`src/rtl/sync_clk_supervisor_if.sv`:
```
// Sync-clock link between the supervisor (external end) and the counter block.
interface SyncClkInterface #(
   parameter int COUNTER_SIZE = 19
);
   logic                    resetCyclic;
   logic                    clearError;
   logic [COUNTER_SIZE-1:0] syncCounter;
   logic                    errorFlag;

   modport external (
      output resetCyclic,
      output clearError,
      input  syncCounter,
      input  errorFlag
   );

   modport internal (
      input  resetCyclic,
      input  clearError,
      output syncCounter,
      output errorFlag
   );
endinterface

```
`src/rtl/sync_clk_supervisor.sv`:
```
// Sync-clock supervisor: periodic cyclic reset, counter snapshot with window
// and lock check, and a timed request/acknowledge clear of the sync error.
module sync_clk_supervisor #(
   parameter int COUNTER_SIZE   = 19,
   parameter int PERIOD         = 1000,
   parameter int EXPECTED_COUNT = 999,
   parameter int TOLERANCE      = 2,
   parameter int LOCK_COUNT     = 4,
   parameter int CLEAR_TIMEOUT  = 16
) (
   input  logic                    clk,
   input  logic                    reset,
   input  logic                    enable,
   input  logic                    clearRequest,
   SyncClkInterface.external       syncIf,
   output logic [COUNTER_SIZE-1:0] capturedCount,
   output logic                    captureValid,
   output logic                    locked,
   output logic                    errorLatched,
   output logic [7:0]              errorCount,
   output logic                    clearTimeout
);

   localparam int PW = (PERIOD > 1) ? $clog2(PERIOD) : 1;
   localparam int RW = $clog2(LOCK_COUNT + 1);
   localparam int TW = $clog2(CLEAR_TIMEOUT + 1);
   localparam int HI_I = EXPECTED_COUNT + TOLERANCE;
   localparam int LO_I = (EXPECTED_COUNT > TOLERANCE) ? (EXPECTED_COUNT - TOLERANCE) : 0;

   localparam logic [PW-1:0]         PERIOD_LAST = PW'(PERIOD - 1);
   localparam logic [RW-1:0]         RUN_MAX     = RW'(LOCK_COUNT);
   localparam logic [TW-1:0]         TMO_LAST    = TW'(CLEAR_TIMEOUT - 1);
   localparam logic [COUNTER_SIZE:0] WIN_HI      = (COUNTER_SIZE + 1)'(HI_I);
   localparam logic [COUNTER_SIZE:0] WIN_LO      = (COUNTER_SIZE + 1)'(LO_I);

   typedef enum logic [1:0] {
      NORMAL   = 2'd0,
      FAULT    = 2'd1,
      CLEARING = 2'd2
   } err_state_e;

   logic [PW-1:0]           period_q, period_d;
   logic                    rc_q, rc_d;
   logic                    armed_q, armed_d;
   logic [COUNTER_SIZE-1:0] captured_q, captured_d;
   logic                    capv_q, capv_d;
   logic [RW-1:0]           run_q, run_d;
   logic                    locked_q, locked_d;

   err_state_e              state_q, state_d;
   logic                    clr_q, clr_d;
   logic                    latched_q, latched_d;
   logic [7:0]              ecount_q, ecount_d;
   logic [TW-1:0]           tmo_q, tmo_d;
   logic                    ctmo_q, ctmo_d;
   logic                    prev_q, prev_d;

   logic [COUNTER_SIZE:0]   sample_ext;
   logic                    in_win;
   logic                    rise;

   assign sample_ext = {1'b0, syncIf.syncCounter};
   assign in_win     = (sample_ext >= WIN_LO) && (sample_ext <= WIN_HI);
   assign rise       = syncIf.errorFlag && !prev_q;

   // Period counter, cyclic reset pulse, snapshot and lock run tracking.
   always_comb begin
      period_d   = '0;
      rc_d       = 1'b0;
      armed_d    = 1'b0;
      captured_d = captured_q;
      capv_d     = 1'b0;
      run_d      = '0;
      if (enable) begin
         period_d = (period_q == PERIOD_LAST) ? '0 : period_q + 1'b1;
         rc_d     = (period_q == PERIOD_LAST);
         // The first pulse after enable only arms capture; it is never checked.
         armed_d  = armed_q | rc_q;
         run_d    = run_q;
         if (rc_q && armed_q) begin
            captured_d = syncIf.syncCounter;
            capv_d     = 1'b1;
            if (in_win) begin
               run_d = (run_q == RUN_MAX) ? run_q : run_q + 1'b1;
            end else begin
               run_d = '0;
            end
         end
      end
      if (syncIf.errorFlag) begin
         run_d = '0;
      end
      locked_d = (run_d == RUN_MAX);
   end

   // Error flag edge detection and clear handshake with timeout.
   always_comb begin
      state_d   = state_q;
      clr_d     = clr_q;
      latched_d = latched_q;
      ecount_d  = ecount_q;
      tmo_d     = tmo_q;
      ctmo_d    = ctmo_q;
      prev_d    = syncIf.errorFlag;
      unique case (state_q)
         NORMAL: begin
            if (rise) begin
               state_d   = FAULT;
               latched_d = 1'b1;
               if (ecount_q != '1) begin
                  ecount_d = ecount_q + 8'd1;
               end
            end
         end
         FAULT: begin
            if (clearRequest) begin
               state_d = CLEARING;
               clr_d   = 1'b1;
               tmo_d   = '0;
            end
         end
         CLEARING: begin
            if (!syncIf.errorFlag) begin
               state_d   = NORMAL;
               clr_d     = 1'b0;
               latched_d = 1'b0;
               ctmo_d    = 1'b0;
               prev_d    = 1'b0;
            end else if (tmo_q == TMO_LAST) begin
               state_d = FAULT;
               clr_d   = 1'b0;
               ctmo_d  = 1'b1;
            end else begin
               tmo_d = tmo_q + 1'b1;
            end
         end
         default: begin
            state_d = NORMAL;
            clr_d   = 1'b0;
         end
      endcase
   end

   // State registers with synchronous active-high reset.
   always_ff @(posedge clk) begin
      if (reset) begin
         period_q   <= '0;
         rc_q       <= 1'b0;
         armed_q    <= 1'b0;
         captured_q <= '0;
         capv_q     <= 1'b0;
         run_q      <= '0;
         locked_q   <= 1'b0;
         state_q    <= NORMAL;
         clr_q      <= 1'b0;
         latched_q  <= 1'b0;
         ecount_q   <= '0;
         tmo_q      <= '0;
         ctmo_q     <= 1'b0;
         prev_q     <= 1'b0;
      end else begin
         period_q   <= period_d;
         rc_q       <= rc_d;
         armed_q    <= armed_d;
         captured_q <= captured_d;
         capv_q     <= capv_d;
         run_q      <= run_d;
         locked_q   <= locked_d;
         state_q    <= state_d;
         clr_q      <= clr_d;
         latched_q  <= latched_d;
         ecount_q   <= ecount_d;
         tmo_q      <= tmo_d;
         ctmo_q     <= ctmo_d;
         prev_q     <= prev_d;
      end
   end

   assign syncIf.resetCyclic = rc_q;
   assign syncIf.clearError  = clr_q;
   assign capturedCount      = captured_q;
   assign captureValid       = capv_q;
   assign locked             = locked_q;
   assign errorLatched       = latched_q;
   assign errorCount         = ecount_q;
   assign clearTimeout       = ctmo_q;

endmodule

```
`src/flat_wrapper.sv`:
```
// flat-port wrapper written by rule: the top's interface ports become plain ports
module sync_clk_supervisor_flat 
#(
   parameter int COUNTER_SIZE   = 19,
   parameter int PERIOD         = 1000,
   parameter int EXPECTED_COUNT = 999,
   parameter int TOLERANCE      = 2,
   parameter int LOCK_COUNT     = 4,
   parameter int CLEAR_TIMEOUT  = 16
)
  (clk, reset, enable, clearRequest, capturedCount, captureValid, locked, errorLatched, errorCount, clearTimeout, syncIf_resetCyclic, syncIf_clearError, syncIf_syncCounter, syncIf_errorFlag);
  SyncClkInterface #(.COUNTER_SIZE(COUNTER_SIZE)) syncIf_i ();
  input  logic clk;
  input  logic reset;
  input  logic enable;
  input  logic clearRequest;
  output logic [COUNTER_SIZE-1:0] capturedCount;
  output logic captureValid;
  output logic locked;
  output logic errorLatched;
  output logic [7:0] errorCount;
  output logic clearTimeout;
  output wire logic [$bits(syncIf_i.resetCyclic)-1:0] syncIf_resetCyclic;
  output wire logic [$bits(syncIf_i.clearError)-1:0] syncIf_clearError;
  input wire logic [$bits(syncIf_i.syncCounter)-1:0] syncIf_syncCounter;
  input wire logic [$bits(syncIf_i.errorFlag)-1:0] syncIf_errorFlag;
  assign syncIf_resetCyclic = syncIf_i.resetCyclic;
  assign syncIf_clearError = syncIf_i.clearError;
  assign syncIf_i.syncCounter = syncIf_syncCounter;
  assign syncIf_i.errorFlag = syncIf_errorFlag;
  sync_clk_supervisor #(.COUNTER_SIZE(COUNTER_SIZE), .PERIOD(PERIOD), .EXPECTED_COUNT(EXPECTED_COUNT), .TOLERANCE(TOLERANCE), .LOCK_COUNT(LOCK_COUNT), .CLEAR_TIMEOUT(CLEAR_TIMEOUT)) u_core (.clk(clk), .reset(reset), .enable(enable), .clearRequest(clearRequest), .syncIf(syncIf_i), .capturedCount(capturedCount), .captureValid(captureValid), .locked(locked), .errorLatched(errorLatched), .errorCount(errorCount), .clearTimeout(clearTimeout));
endmodule
```
`config.mk`:
```
export PLATFORM = sky130hd
export DESIGN_NAME = sync_clk_supervisor_flat
export DESIGN_NICKNAME = d
export VERILOG_FILES = /design/src/rtl/sync_clk_supervisor_if.sv /design/src/rtl/sync_clk_supervisor.sv /design/src/flat_wrapper.sv
export SDC_FILE = /design/constraint.sdc
export NUM_CORES = 1
export LEC_CHECK = 0
export ABC_AREA = 1
export CORE_MARGIN = 5
export CORE_UTILIZATION = 50
export DETAILED_ROUTE_END_ITERATION = 10
export GPL_TIMING_DRIVEN = 0
export PLACE_DENSITY = 0.8
export SLEW_MARGIN = 40
export SYNTH_ARGS = -nofsm -noshare
export SYNTH_HDL_FRONTEND = slang
export SYNTH_SLANG_ARGS = --single-unit
export TNS_END_PERCENT = 100
```
`constraint.sdc`:
```
create_clock -name clk -period 1.9 [get_ports clk]
set_clock_uncertainty 0.15 [all_clocks]
set_input_delay 0.19 -clock clk [delete_from_list [all_inputs] [get_ports clk]]
set_output_delay 0.19 -clock clk [all_outputs]
set_load 0.05 [all_outputs]
```
### Word level (Yosys, flattened, before mapping)

Index checks and enable logic that the tools add are counted.
W data, S select, Z words.

| storage, ports and cells | value |
|---|---|
| bits in registers | 55 |
| word-level logic and storage cells | 79 |
| output and inout bits | 33 |
| input bits | 24 |

| cells by class | value |
|---|---|
| magnitude comparators | 2 |
| bitwise gates (word level) | 3 |
| reduce and logical (&&, ||, !) cells | 16 |
| $add $sub $neg | 4 |
| mux-type cells | 26 |
| eq/ne operators | 14 |

Operators with widths:

| cell | count |
|---|---|
| $ge A19 B10 Y1 const B | 1 |
| $le A19 B10 Y1 const B | 1 |
| $mux W3 | 5 |
| $mux W5 | 3 |
| $reduce_and A3 Y1 | 4 |
| $add A10 B1 Y10 const B | 1 |
| $eq A10 B10 Y1 const B | 1 |
| $mux W1 | 10 |
| $pmux W5 S2 | 1 |
| $add A8 B1 Y8 const B | 1 |
| $mux W2 | 4 |
| $ne A2 B2 Y1 const B | 4 |
| $ne A8 B8 Y1 const B | 1 |
| $eq A3 B3 Y1 const B | 2 |
| $pmux W2 S3 | 1 |
| $add A5 B1 Y5 const B | 1 |
| $eq A5 B4 Y1 const B | 1 |
| $ne A2 B1 Y1 const B | 2 |
| $reduce_and A2 Y1 | 2 |
| $reduce_and A4 Y1 | 1 |
| $reduce_bool A2 Y1 | 2 |
| $add A3 B1 Y3 const B | 1 |
| $logic_and A1 B1 Y1 | 3 |
| $ne A3 B2 Y1 const B | 1 |
| other kinds (10) | 11 |

### Depth between registers and ports, before layout

| logic depth | value |
|---|---|
| depth after elaboration | 7 |
| depth in mapped cells | 10 |
| depth with buffers taken out | 10 |

### Least setup slack after synthesis

Ideal clock, no wire load.

| path | value |
|---|---|
| path type | flip-flop to flip-flop |
| start | register u_core.ecount_q[0] (netlist: u_core.errorCount[0]) |
| end | register u_core.ecount_q[0] (netlist: u_core.errorCount[0]) |
| data arrival time | 1.547 ns |
| setup slack | 0.056 ns |
| path buffers | 1 |
| cell stages (with the launch flop) | 8 |
| clock period less this slack | 1.844 ns |
| library setup time | 0.147 ns |
| required time | 1.603 ns |
| path through | dfxtp_1 -> ha_1 -> inv_1 -> nor2_2 -> a21oi_2 -> buf_6 -> o21ai_1 -> a21oi_1 |

| between the ends | value |
|---|---|
| cells in the longest elaborated chain, start to end | 2 |
| elaborated cells between the ends (all ways) | 3 |
| those cells by class | add/sub: 1; eq/ne: 1; reduce/logical: 1 |

Ends and longest elaborated chain:

| item | line | text |
|---|---|---|
| from (decl) | sync_clk_supervisor.sv:53 | `logic [7:0] ecount_q, ecount_d;` |
| from (signal assigned) | sync_clk_supervisor.sv:172 | `ecount_q <= ecount_d;` |
| parallel branches: the longest is 2 deep, another holds $add A8 B1 Y8 | - |  |

Parallel ways; which one is timed is not known.
A chain may end at the register's enable or synchronous reset.

### Final worst setup path

| path | value |
|---|---|
| start | register u_core.rc_q (netlist: u_core.syncIf.resetCyclic) |
| end | output syncIf_resetCyclic |

RTL lines:

| item | line | text |
|---|---|---|
| from (decl) | sync_clk_supervisor.sv:43 | `logic rc_q, rc_d;` |
| from (signal assigned) | sync_clk_supervisor.sv:163 | `rc_q <= rc_d;` |
| to (decl) | flat_wrapper.sv:23 | `output wire logic [$bits(syncIf_i.resetCyclic)-1:0] syncIf_resetCyclic;` |

No word-level cell between the ends.

==> key figures <==
Status
  – Status: complete, no violations

Die
  – Core ar.: 4750 µm²
  – Rows: 25
  – I/O pin total: 57
  – Die ar.: 6460 µm²
  – Die height: 80.4 µm
  – Die width: 80.4 µm
  – Starting Density: 0.521

Yosys
  – Synth top area share: 0.444
  – Syn nets: 370
  – Syn_area_per_cell: 7.29 µm²
  – Top cell type by total area after synthesis: dfxtp_1
  – Yosys warns: 0
  – Mapped Area: 2480 µm²
  – Register area share after synthesis: 0.444
  – Post-Syn Instances: 340
  – Synth area leaders: dfxtp_1, nand2_1, a21oi_1, inv_1, nor2_1
  – Synth unique cells: 29
  – Primary FF master, synth: dfxtp_1
  – Number of synthesized flops with an enable pin: 0
  – Yosys reg bits: 55
  – Post-synth ARST share: 0

Global route
  – Global-route wire length before repair: 8.84 mm
  – Pin count of the biggest net entering global routing: 17
  – Via count of the first global-routing pass: 2093
  – Initial antenna violation count: 0
  – GRT overflow: 0
  – GR Util All Layers: 0.172

Critical path
  – Critical Path Max Stage Delay: 820 ps
  – Reg2Reg Setup Slack: 170 ps
  – Critical Setup Path Class: reg2out
  – CP Launch Point: u_core.syncIf.resetCyclic$_SDFF_PP0_
  – Worst-path fanout max: 3
  – Worst Path Buf+Inv: 1
  – Critical Path Sink: syncIf_resetCyclic
  – Slowest library cell on the worst path: clkdlybuf4s50_1
  – Worst R2R Path Depth: 10
  – FF-to-FF End: u_core.tmo_q[2]$_SDFFE_PP0P_
  – Cell depth of the worst setup path: 1
  – Worst path top cell family by delay: buffers and inverters
  – R2R Path Start: u_core.tmo_q[0]$_SDFFE_PP0P_
  – Setup crit start kind: flop
  – Cell-by-cell trace of the critical path: clkdlybuf4s50_1
  – Critical path arrival: 1500 ps
  – Worst EP required: 1560 ps
  – Crit path capture type: primary output

Power
  – P_leak: 1.31 nW
  – Peak supply drop: 490 µV
  – Total Power: 2.03 mW
  – P per Cell Area: 629 nW/µm²

Timing
  – Final min period: 1840 ps
  – Hold Violations, Final: 0
  – Worst hold slack: 298 ps
  – Slew Limit Fails: 0
  – Max_slew headroom: 0.648
  – Slew @ Worst Pin: 527 ps
  – RSZ-0062 raised after global routing: false
  – Setup TNS: 0 ps
  – Final-report setup violation count: 0
  – F_max: 0.544 GHz
  – Period utilization: 0.968

Clock tree
  – CTS tree: built
  – CTS Hold Bufs: 0
  – Maximum root-to-sink buffer count: 2
  – H-tree depth: 2
  – Worst-path clk slew: 90 ps
  – Clock root buffer: clkbuf_8
  – Later-pin clock latency in the skew report: 300 ps
  – Sinks on Clock Net: 55
  – CTS buffer count: 5

Placement
  – Buffers on Ports: 56
  – HPWL Detailed: 4.15 mm
  – GP Congestion: 0.861
  – Area after DPL: 3120 µm²

Worst hold path
  – WHS Path Cells: 1
  – Worst hold-check path type: reg2reg

Route
  – Via Count: 2255
  – Drt drc: 0
  – Initial DRC Count: 150
  – WL final: 5.37 mm
  – Via/cell ratio: 4.79
  – Remaining antenna violation count: 0
  – WL per Instance: 11.4 µm
  – Drt first pass iters: 4

Finish
  – Design Area, Final: 3230 µm²
  – Most common cell after layout, fill and taps aside: nand2_1
  – Most frequent cells in the layout: nand2_1, dfxtp_1, clkdlybuf4s50_1, inv_1, nor2_1
  – Area grow syn2layout: 30.3%
  – Final #Nets: 433
  – Final core utilization: 0.679
  – Layout cell share with drive strength beyond 1: 0.0965
  – Antenna diode count: 0

Flow run
  – Max Cap Viol: 0
==> final cells by class <==
cell class                 instances  area, µm²
tap                               67       83.8
clock buffer                       6       72.6
buffer                            10       58.8
timing repair buffer              56        571
multi-input combinational        227       1150
fill                             438       1530
clock inverter                     2       12.5
sequential                        55       1100
inverter                          48        180
==> timing repair <==
| action | CTS | global route |
|---|---|---|
| hold endpoints to repair | 0 | 0 |
| endpoints found under the setup margin | 2 | 9 |
| cloned | 0 | 0 |
| gates resized for setup | 2 | 8 |
| pin swaps | 0 | 1 |
| setup buffers | 0 | 0 |
==> per-layer routing <==
layer,wire length (µm),global-route usage
met5,0,0
met4,61,0.0524
met3,209,0.0325
met2,2690,0.297
met1,2410,0.214
==> cells by family after synthesis <==
group                      after synthesis  share of synthesized area
AOI/OAI and AO/OA                       53                      0.118
xor gates and xnor gates                 7                     0.0247
and+or+nand+nor                        161                      0.286
buffers and inverters                   58                     0.0965
adders and majority gates                6                     0.0303
DFF                                     55                      0.444
==> how the worst min path moves through the flow <==
stage	endpoint	start	slack [ps]
finish	u_core.period_q[0]$_SDFF_PP0_	u_core.period_q[0]$_SDFF_PP0_	300
global route	u_core.tmo_q[0]$_SDFFE_PP0P_	u_core.tmo_q[0]$_SDFFE_PP0P_	320
detailed placement	u_core.period_q[0]$_SDFF_PP0_	u_core.period_q[0]$_SDFF_PP0_	290
global placement	u_core.period_q[0]$_SDFF_PP0_	u_core.period_q[0]$_SDFF_PP0_	280
floorplan	u_core.prev_q$_SDFF_PP0_	syncIf_errorFlag	180
CTS	u_core.period_q[0]$_SDFF_PP0_	u_core.period_q[0]$_SDFF_PP0_	310
==> where the power goes <==
group | total (mW) | switching, mW | internal (mW)
Combinational | 0.229 | 0.134 | 0.0947
Sequential | 1.18 | 0.0136 | 1.17
Clock | 0.616 | 0.358 | 0.258
Total | 2.03 | 0.506 | 1.52
==> cell usage after synthesis (2+ instances only) <==
master and n:
nand2_1 70, dfxtp_1 55, inv_1 45, nor2_1 38, a21oi_1 35, nand3_1 27, nor3_1 10, o21ai_0 8
ha_1 6, nand2_2 6, xor2_1 6, a21oi_2 5, buf_2 5, inv_2 3, nor2_2 3, buf_1 2
buf_4 2, nor3_2 2, o21ai_1 2
==> state kept, by name (all words and copies together) (netlist names) <==
register and cells:
u_core.state_q 2, u_core.errorLatched 1, u_core.tmo_q 5, u_core.syncIf.clearError 1, u_core.syncIf.resetCyclic 1, u_core.prev_q 1
u_core.errorCount 8, u_core.run_q 3, u_core.period_q 10, u_core.locked 1, u_core.clearTimeout 1, u_core.armed_q 1
u_core.capturedCount 19, u_core.captureValid 1
==> per-stage QoR <==
stage / std cells / worst slack (ps)
finish: 471 / 61.4
detailed placement: 463 / 72.2
CTS: 471 / 1.43
global placement: 463 / 90.8
global route: 471 / 8.71
floorplan: 340 / 55.9
(Power assumes the default switching activity.)
